## src/rtl/hk_game_pkg.sv

```systemverilog
// Shared game-wide types and constants: state encoding, USB keycodes,
// and the saturating life decrement used by the life manager.
package hk_game_pkg;

    typedef enum logic [2:0] {
        ST_TITLE   = 3'd0,
        ST_PLAY    = 3'd1,
        ST_PAUSE   = 3'd2,
        ST_RESPAWN = 3'd3,
        ST_OVER    = 3'd4
    } game_state_e;

    localparam logic [7:0] KEY_ENTER = 8'h28;
    localparam logic [7:0] KEY_ESC   = 8'h29;
    localparam logic [7:0] KEY_LEFT  = 8'h50;
    localparam logic [7:0] KEY_RIGHT = 8'h4F;
    localparam logic [7:0] KEY_UP    = 8'h52;
    localparam logic [7:0] KEY_DOWN  = 8'h51;

    function automatic logic [3:0] life_dec(input logic [3:0] l);
        return (l == 4'd0) ? 4'd0 : l - 4'd1;
    endfunction

endpackage

```

## src/rtl/frame_down_counter.sv

```systemverilog
// Per-frame down counter with load, enable and hold; sticks at zero
// and flags it so callers can test expiry without a comparator.
module frame_down_counter #(
    parameter int W = 8
) (
    input  logic         frame_clk,
    input  logic         Reset_n,
    input  logic         load,
    input  logic [W-1:0] load_val,
    input  logic         en,
    output logic [W-1:0] count,
    output logic         zero
);

    always_ff @(posedge frame_clk or negedge Reset_n) begin
        if (!Reset_n) begin
            count <= '0;
        end else if (load) begin
            count <= load_val;
        end else if (en && count != '0) begin
            count <= count - W'(1);
        end
    end

    assign zero = (count == '0);

endmodule

```

## src/rtl/player_life_manager.sv

```systemverilog
// Game flow and life bookkeeping: title, play, pause, respawn and
// game-over sequencing, with a hit-immunity window after damage.
module player_life_manager
    import hk_game_pkg::*;
#(
    parameter logic [3:0] INIT_LIFE      = 4'd3,
    parameter logic [7:0] RESPAWN_FRAMES = 8'd60,
    parameter logic [7:0] INVULN_FRAMES  = 8'd90,
    parameter logic [7:0] OVER_FRAMES    = 8'd120
) (
    input  logic       frame_clk,
    input  logic       Reset_n,
    input  logic [7:0] keycode,
    input  logic       fall_event,
    input  logic       hit_event,
    output logic       respawn,
    output logic       freeze,
    output logic       invincible,
    output logic       blink,
    output logic [3:0] life,
    output logic [2:0] game_state
);

    game_state_e state_q, state_d;
    logic [3:0]  life_q, life_d;
    logic        respawn_d;
    logic [7:0]  prev_key;

    logic        enter_edge, esc_edge;

    logic        tmr_load, tmr_en, tmr_zero;
    logic [7:0]  tmr_val, tmr_count;
    logic        inv_load, inv_en, inv_zero;
    logic [7:0]  inv_val, inv_count;

    assign enter_edge = (keycode == KEY_ENTER) && (prev_key != KEY_ENTER);
    assign esc_edge   = (keycode == KEY_ESC) && (prev_key != KEY_ESC);

    frame_down_counter #(.W(8)) u_timer (
        .frame_clk (frame_clk),
        .Reset_n   (Reset_n),
        .load      (tmr_load),
        .load_val  (tmr_val),
        .en        (tmr_en),
        .count     (tmr_count),
        .zero      (tmr_zero)
    );

    frame_down_counter #(.W(8)) u_invuln (
        .frame_clk (frame_clk),
        .Reset_n   (Reset_n),
        .load      (inv_load),
        .load_val  (inv_val),
        .en        (inv_en),
        .count     (inv_count),
        .zero      (inv_zero)
    );

    always_comb begin
        state_d   = state_q;
        life_d    = life_q;
        respawn_d = 1'b0;
        tmr_load  = 1'b0;
        tmr_val   = 8'd0;
        tmr_en    = 1'b0;
        inv_load  = 1'b0;
        inv_val   = 8'd0;
        inv_en    = 1'b0;

        unique case (state_q)
            ST_TITLE: begin
                life_d   = INIT_LIFE;
                inv_load = 1'b1;
                if (enter_edge) begin
                    state_d   = ST_PLAY;
                    respawn_d = 1'b1;
                end
            end
            ST_PLAY: begin
                // Immunity is held on the pause frame so it resumes exactly.
                inv_en = !esc_edge;
                if (fall_event) begin
                    life_d = life_dec(life_q);
                    if (life_q > 4'd1) begin
                        state_d  = ST_RESPAWN;
                        tmr_load = 1'b1;
                        tmr_val  = RESPAWN_FRAMES;
                    end
                end else if (hit_event && inv_zero) begin
                    life_d   = life_dec(life_q);
                    inv_load = 1'b1;
                    inv_val  = INVULN_FRAMES;
                end else if (esc_edge) begin
                    inv_en  = 1'b0;
                    state_d = ST_PAUSE;
                end
                if ((fall_event || (hit_event && inv_zero)) && life_q <= 4'd1) begin
                    state_d  = ST_OVER;
                    tmr_load = 1'b1;
                    tmr_val  = OVER_FRAMES;
                    inv_load = 1'b1;
                    inv_val  = 8'd0;
                end
            end
            ST_PAUSE: begin
                if (esc_edge) begin
                    state_d = ST_PLAY;
                end
            end
            ST_RESPAWN: begin
                if (tmr_zero) begin
                    state_d   = ST_PLAY;
                    respawn_d = 1'b1;
                    inv_load  = 1'b1;
                    inv_val   = INVULN_FRAMES;
                end else begin
                    tmr_en = 1'b1;
                end
            end
            ST_OVER: begin
                life_d   = 4'd0;
                inv_load = 1'b1;
                tmr_en   = 1'b1;
                if (enter_edge && tmr_zero) begin
                    state_d = ST_TITLE;
                    life_d  = INIT_LIFE;
                end
            end
            default: begin
                state_d = ST_TITLE;
            end
        endcase
    end

    always_ff @(posedge frame_clk or negedge Reset_n) begin
        if (!Reset_n) begin
            state_q  <= ST_TITLE;
            life_q   <= INIT_LIFE;
            respawn  <= 1'b0;
            freeze   <= 1'b1;
            prev_key <= 8'h00;
        end else begin
            state_q  <= state_d;
            life_q   <= life_d;
            respawn  <= respawn_d;
            freeze   <= (state_d != ST_PLAY);
            prev_key <= keycode;
        end
    end

    assign invincible = !inv_zero;
    assign blink      = !inv_zero && inv_count[2];
    assign life       = life_q;
    assign game_state = state_q;

endmodule

```

## config.mk

```make
export PLATFORM = sky130hd
export DESIGN_NAME = player_life_manager
export DESIGN_NICKNAME = d
export VERILOG_FILES = /design/src/rtl/hk_game_pkg.sv /design/src/rtl/frame_down_counter.sv /design/src/rtl/player_life_manager.sv
export SDC_FILE = /design/constraint.sdc
export NUM_CORES = 1
export LEC_CHECK = 0
export BUFFER_PORTS_ARGS = -buffer_cell sky130_fd_sc_hd__buf_2
export CAP_MARGIN = 40
export CORE_ASPECT_RATIO = 0.9
export CORE_MARGIN = 4
export CORE_UTILIZATION = 45
export DETAILED_ROUTE_END_ITERATION = 7
export HOLD_SLACK_MARGIN = 0.12
export SYNTH_ARGS = -nofsm -noshare
export SYNTH_HDL_FRONTEND = slang
export SYNTH_SLANG_ARGS = --single-unit
```

## constraint.sdc

```tcl
create_clock -name frame_clk -period 2.45 [get_ports frame_clk]
set_input_delay 0.735 -clock frame_clk [delete_from_list [all_inputs] [get_ports frame_clk]]
set_output_delay 0.735 -clock frame_clk [all_outputs]
set_load 0.03 [all_outputs]
```

==> impl_metrics.env <==
export IMPL_route_detailed_drc=0
export IMPL_p_total_mw=2.73
export IMPL_clock_sinks=33
export IMPL_preCtsSetupSlack_ns=0.198
export IMPL_pin_count=23
export IMPL_fin_area_um2=2130
export IMPL_antenna_found_initial=0
export IMPL_synthDistinctLibCells=59
export IMPL_synth_edff_count=0
export IMPL_ys_warnings_count=0
export IMPL_vias_per_cell=5.67
export IMPL_worst_slack_ns=0.114
export IMPL_rows=21
export IMPL_rsz0062_at_grt="no"
export IMPL_p_leak_nw=0.925
export IMPL_slew_viol_final=0
export IMPL_synth_common_cells="dfrtp_1, nand2_1, nor2_1, inv_1"
export IMPL_slowest_stage="dfrtp_1"
export IMPL_grt_pass1_vias=1373
export IMPL_cts_setup_buffers=0
export IMPL_postPlaceCellArea_um2=2020
export IMPL_cts_tree="built"
export IMPL_vias=1435
export IMPL_drive_gt1_share_pct=28.0
export IMPL_core_area_um2=3840
export IMPL_hp_class="in -> async"
export IMPL_hold_violations=0
export IMPL_vdd_drop_max_v=0.000575
export IMPL_tns_ns=0
export IMPL_finalCriticalPeriod_ns=2.34
export IMPL_netlist_instances=177
export IMPL_die_area_um2=5210
export IMPL_synth_top_area_cell="dfrtp_1"
export IMPL_wl_per_cell_um=14.7
export IMPL_fmax_ghz=0.428
export IMPL_wl_um=3710
export IMPL_syn_nets=192
export IMPL_cts_hold_buf=0
export IMPL_fin_util_pct=55.4
export IMPL_cts_made_buffers=5
export IMPL_dp_cells=245
export IMPL_ys_seq_elements=33
export IMPL_cp_required_ns=1.71
export IMPL_setup_viol=0
export IMPL_fin_skew_ns=0.00921
export IMPL_cts_root_buf="clkbuf_8"
export IMPL_yosysSeqAreaShare_pct=44.8
export IMPL_synth_top_area_share_pct=40.5
export IMPL_yosysMostFrequentCell="dfrtp_1"
export IMPL_grt_max_degree=34
export IMPL_cp_max_fo=4
export IMPL_die_y_um=68.9
export IMPL_path_cells="inv_1 -> ha_1 -> nor4b_4 -> buf_4 -> nand2_1 -> buf_2"
export IMPL_critical_path_class="reg -> out"
export IMPL_slowest_delay_ns=0.42
export IMPL_outcome="completed"
export IMPL_stdcell_count=253
export IMPL_cts_clk_slew_worst_paths_ns=0.07
export IMPL_worst_slew_pin_transition_ns=0.727
export IMPL_first_iter_violations=77
export IMPL_io_buffers=22
export IMPL_grt_usage_pct=16.7
export IMPL_clkLatencyLatePin_ns=0.29
export IMPL_post_cts_resize_count=0
export IMPL_hpwl_um=2860
export IMPL_critPathCaptureType="output pin"
export IMPL_clk_path_buf_depth=2
export IMPL_synthToLayoutAreaGrowth_pct=14.8
export IMPL_avgSynthCellArea_um2=10.5
export IMPL_cp_arrival_ns=1.60
export IMPL_critPathLaunchType="register"
export IMPL_dr_pass1_iters=4
export IMPL_powerDensity_nw_per_um2=1280
export IMPL_nets=221
export IMPL_max_slew_margin_rel_pct=51.5
export IMPL_grt_overflow_total=0
export IMPL_ys_top_cells_by_area="dfrtp_1, dfstp_2, xor2_1"
export IMPL_ys_flop_type="dfrtp_1"
export IMPL_async_flop_share_pct=100
export IMPL_cap_violations=0
export IMPL_ant_nets=0
export IMPL_insertedDiodeCount=0
export IMPL_initial_core_util_pct=48.3
export IMPL_netlist_area_um2=1850
export IMPL_routabilityCongestion=0.788
export IMPL_grt_pass1_wl_um=6390
export IMPL_whs_ns=0.497
export IMPL_fin_crit_sh_pct=95.3
export IMPL_h_tree_depth=2
export IMPL_die_x_um=75.6
==> state kept, by name, summed over array words and instances, names as in the netlist <==
name,flops
life,4
prev_key,8
u_timer.count,8
game_state,3
u_invuln.count,8
freeze,1
respawn,1
==> routing by layer <==
layer  global-route usage, %  vias up  share of wire (%)
met3                    3.91        8                3.7
met1                    22.7      687                 50
met4                    8.52        0                2.0
met2                    24.6       27                 44
li1                        -      713                  -
met5                       0        -                  0
==> cell families (layout without fill, tap and decap cells) <==
family / Yosys count / in the layout / share of synthesized area [%]
adders and majority gates: 3 / 3 / 2.03
muxes: 1 / 1 / 0.540
and+or+nand+nor: 81 / 81 / 27.5
AOI/OAI and AO/OA: 37 / 37 / 17.1
buffers and inverters: 12 / 42 / 3.31
DFF: 33 / 33 / 44.8
xor gates and xnor gates: 10 / 10 / 4.73
==> placed cells by master, fill, tap and decap left out, drive strengths merged, types with 5 or more instances in the layout <==
cell,n
nor3b,6
nor2,15
buf,26
xor2,7
dfrtp,30
clkbuf,6
inv,8
nand2,15
nor3,8
a211oi,5
o21ai,6
==> area by class of cell <==
type	count	area [um2]
Fill cell	343	1710
Multi-Input combinational cell	132	962
Sequential cell	33	830
Timing Repair Buffer	26	140
Clock buffer	6	72.6
Tap cell	46	57.6
Clock inverter	2	35.0
Inverter	8	30.0
==> power breakdown <==
group	switching, mW	total, mW	internal [mW]
logic	0.737	1.30	0.565
clock network	0.202	0.503	0.302
registers	0.206	0.920	0.714
==> worst max-delay path, delay by kind of cell, from the launching register on <==
family	cells	cell delay [ns]
flip-flops	1	0.42
AND/OR/NAND/NOR	2	0.27
buffers and inverters	3	0.46
adder cells (fa/ha/maj)	1	0.15
==> worst paths after layout <==
kind                                    from                end  slack (ns)  depth (start not counted)
max                        u_invuln.count[0]         invincible        0.11                          6
min                                  Reset_n   u_timer.count[5]        0.50                          1
max reg2reg                 u_timer.count[0]  u_invuln.count[3]        0.33                          7
min reg2reg                 u_timer.count[5]   u_timer.count[5]        0.57                          2
max in group asynchronous            Reset_n        prev_key[1]        1.48                          1
min in group frame_clk            keycode[7]        prev_key[7]        0.57                          1
Power figures use the tool's default switching activity.
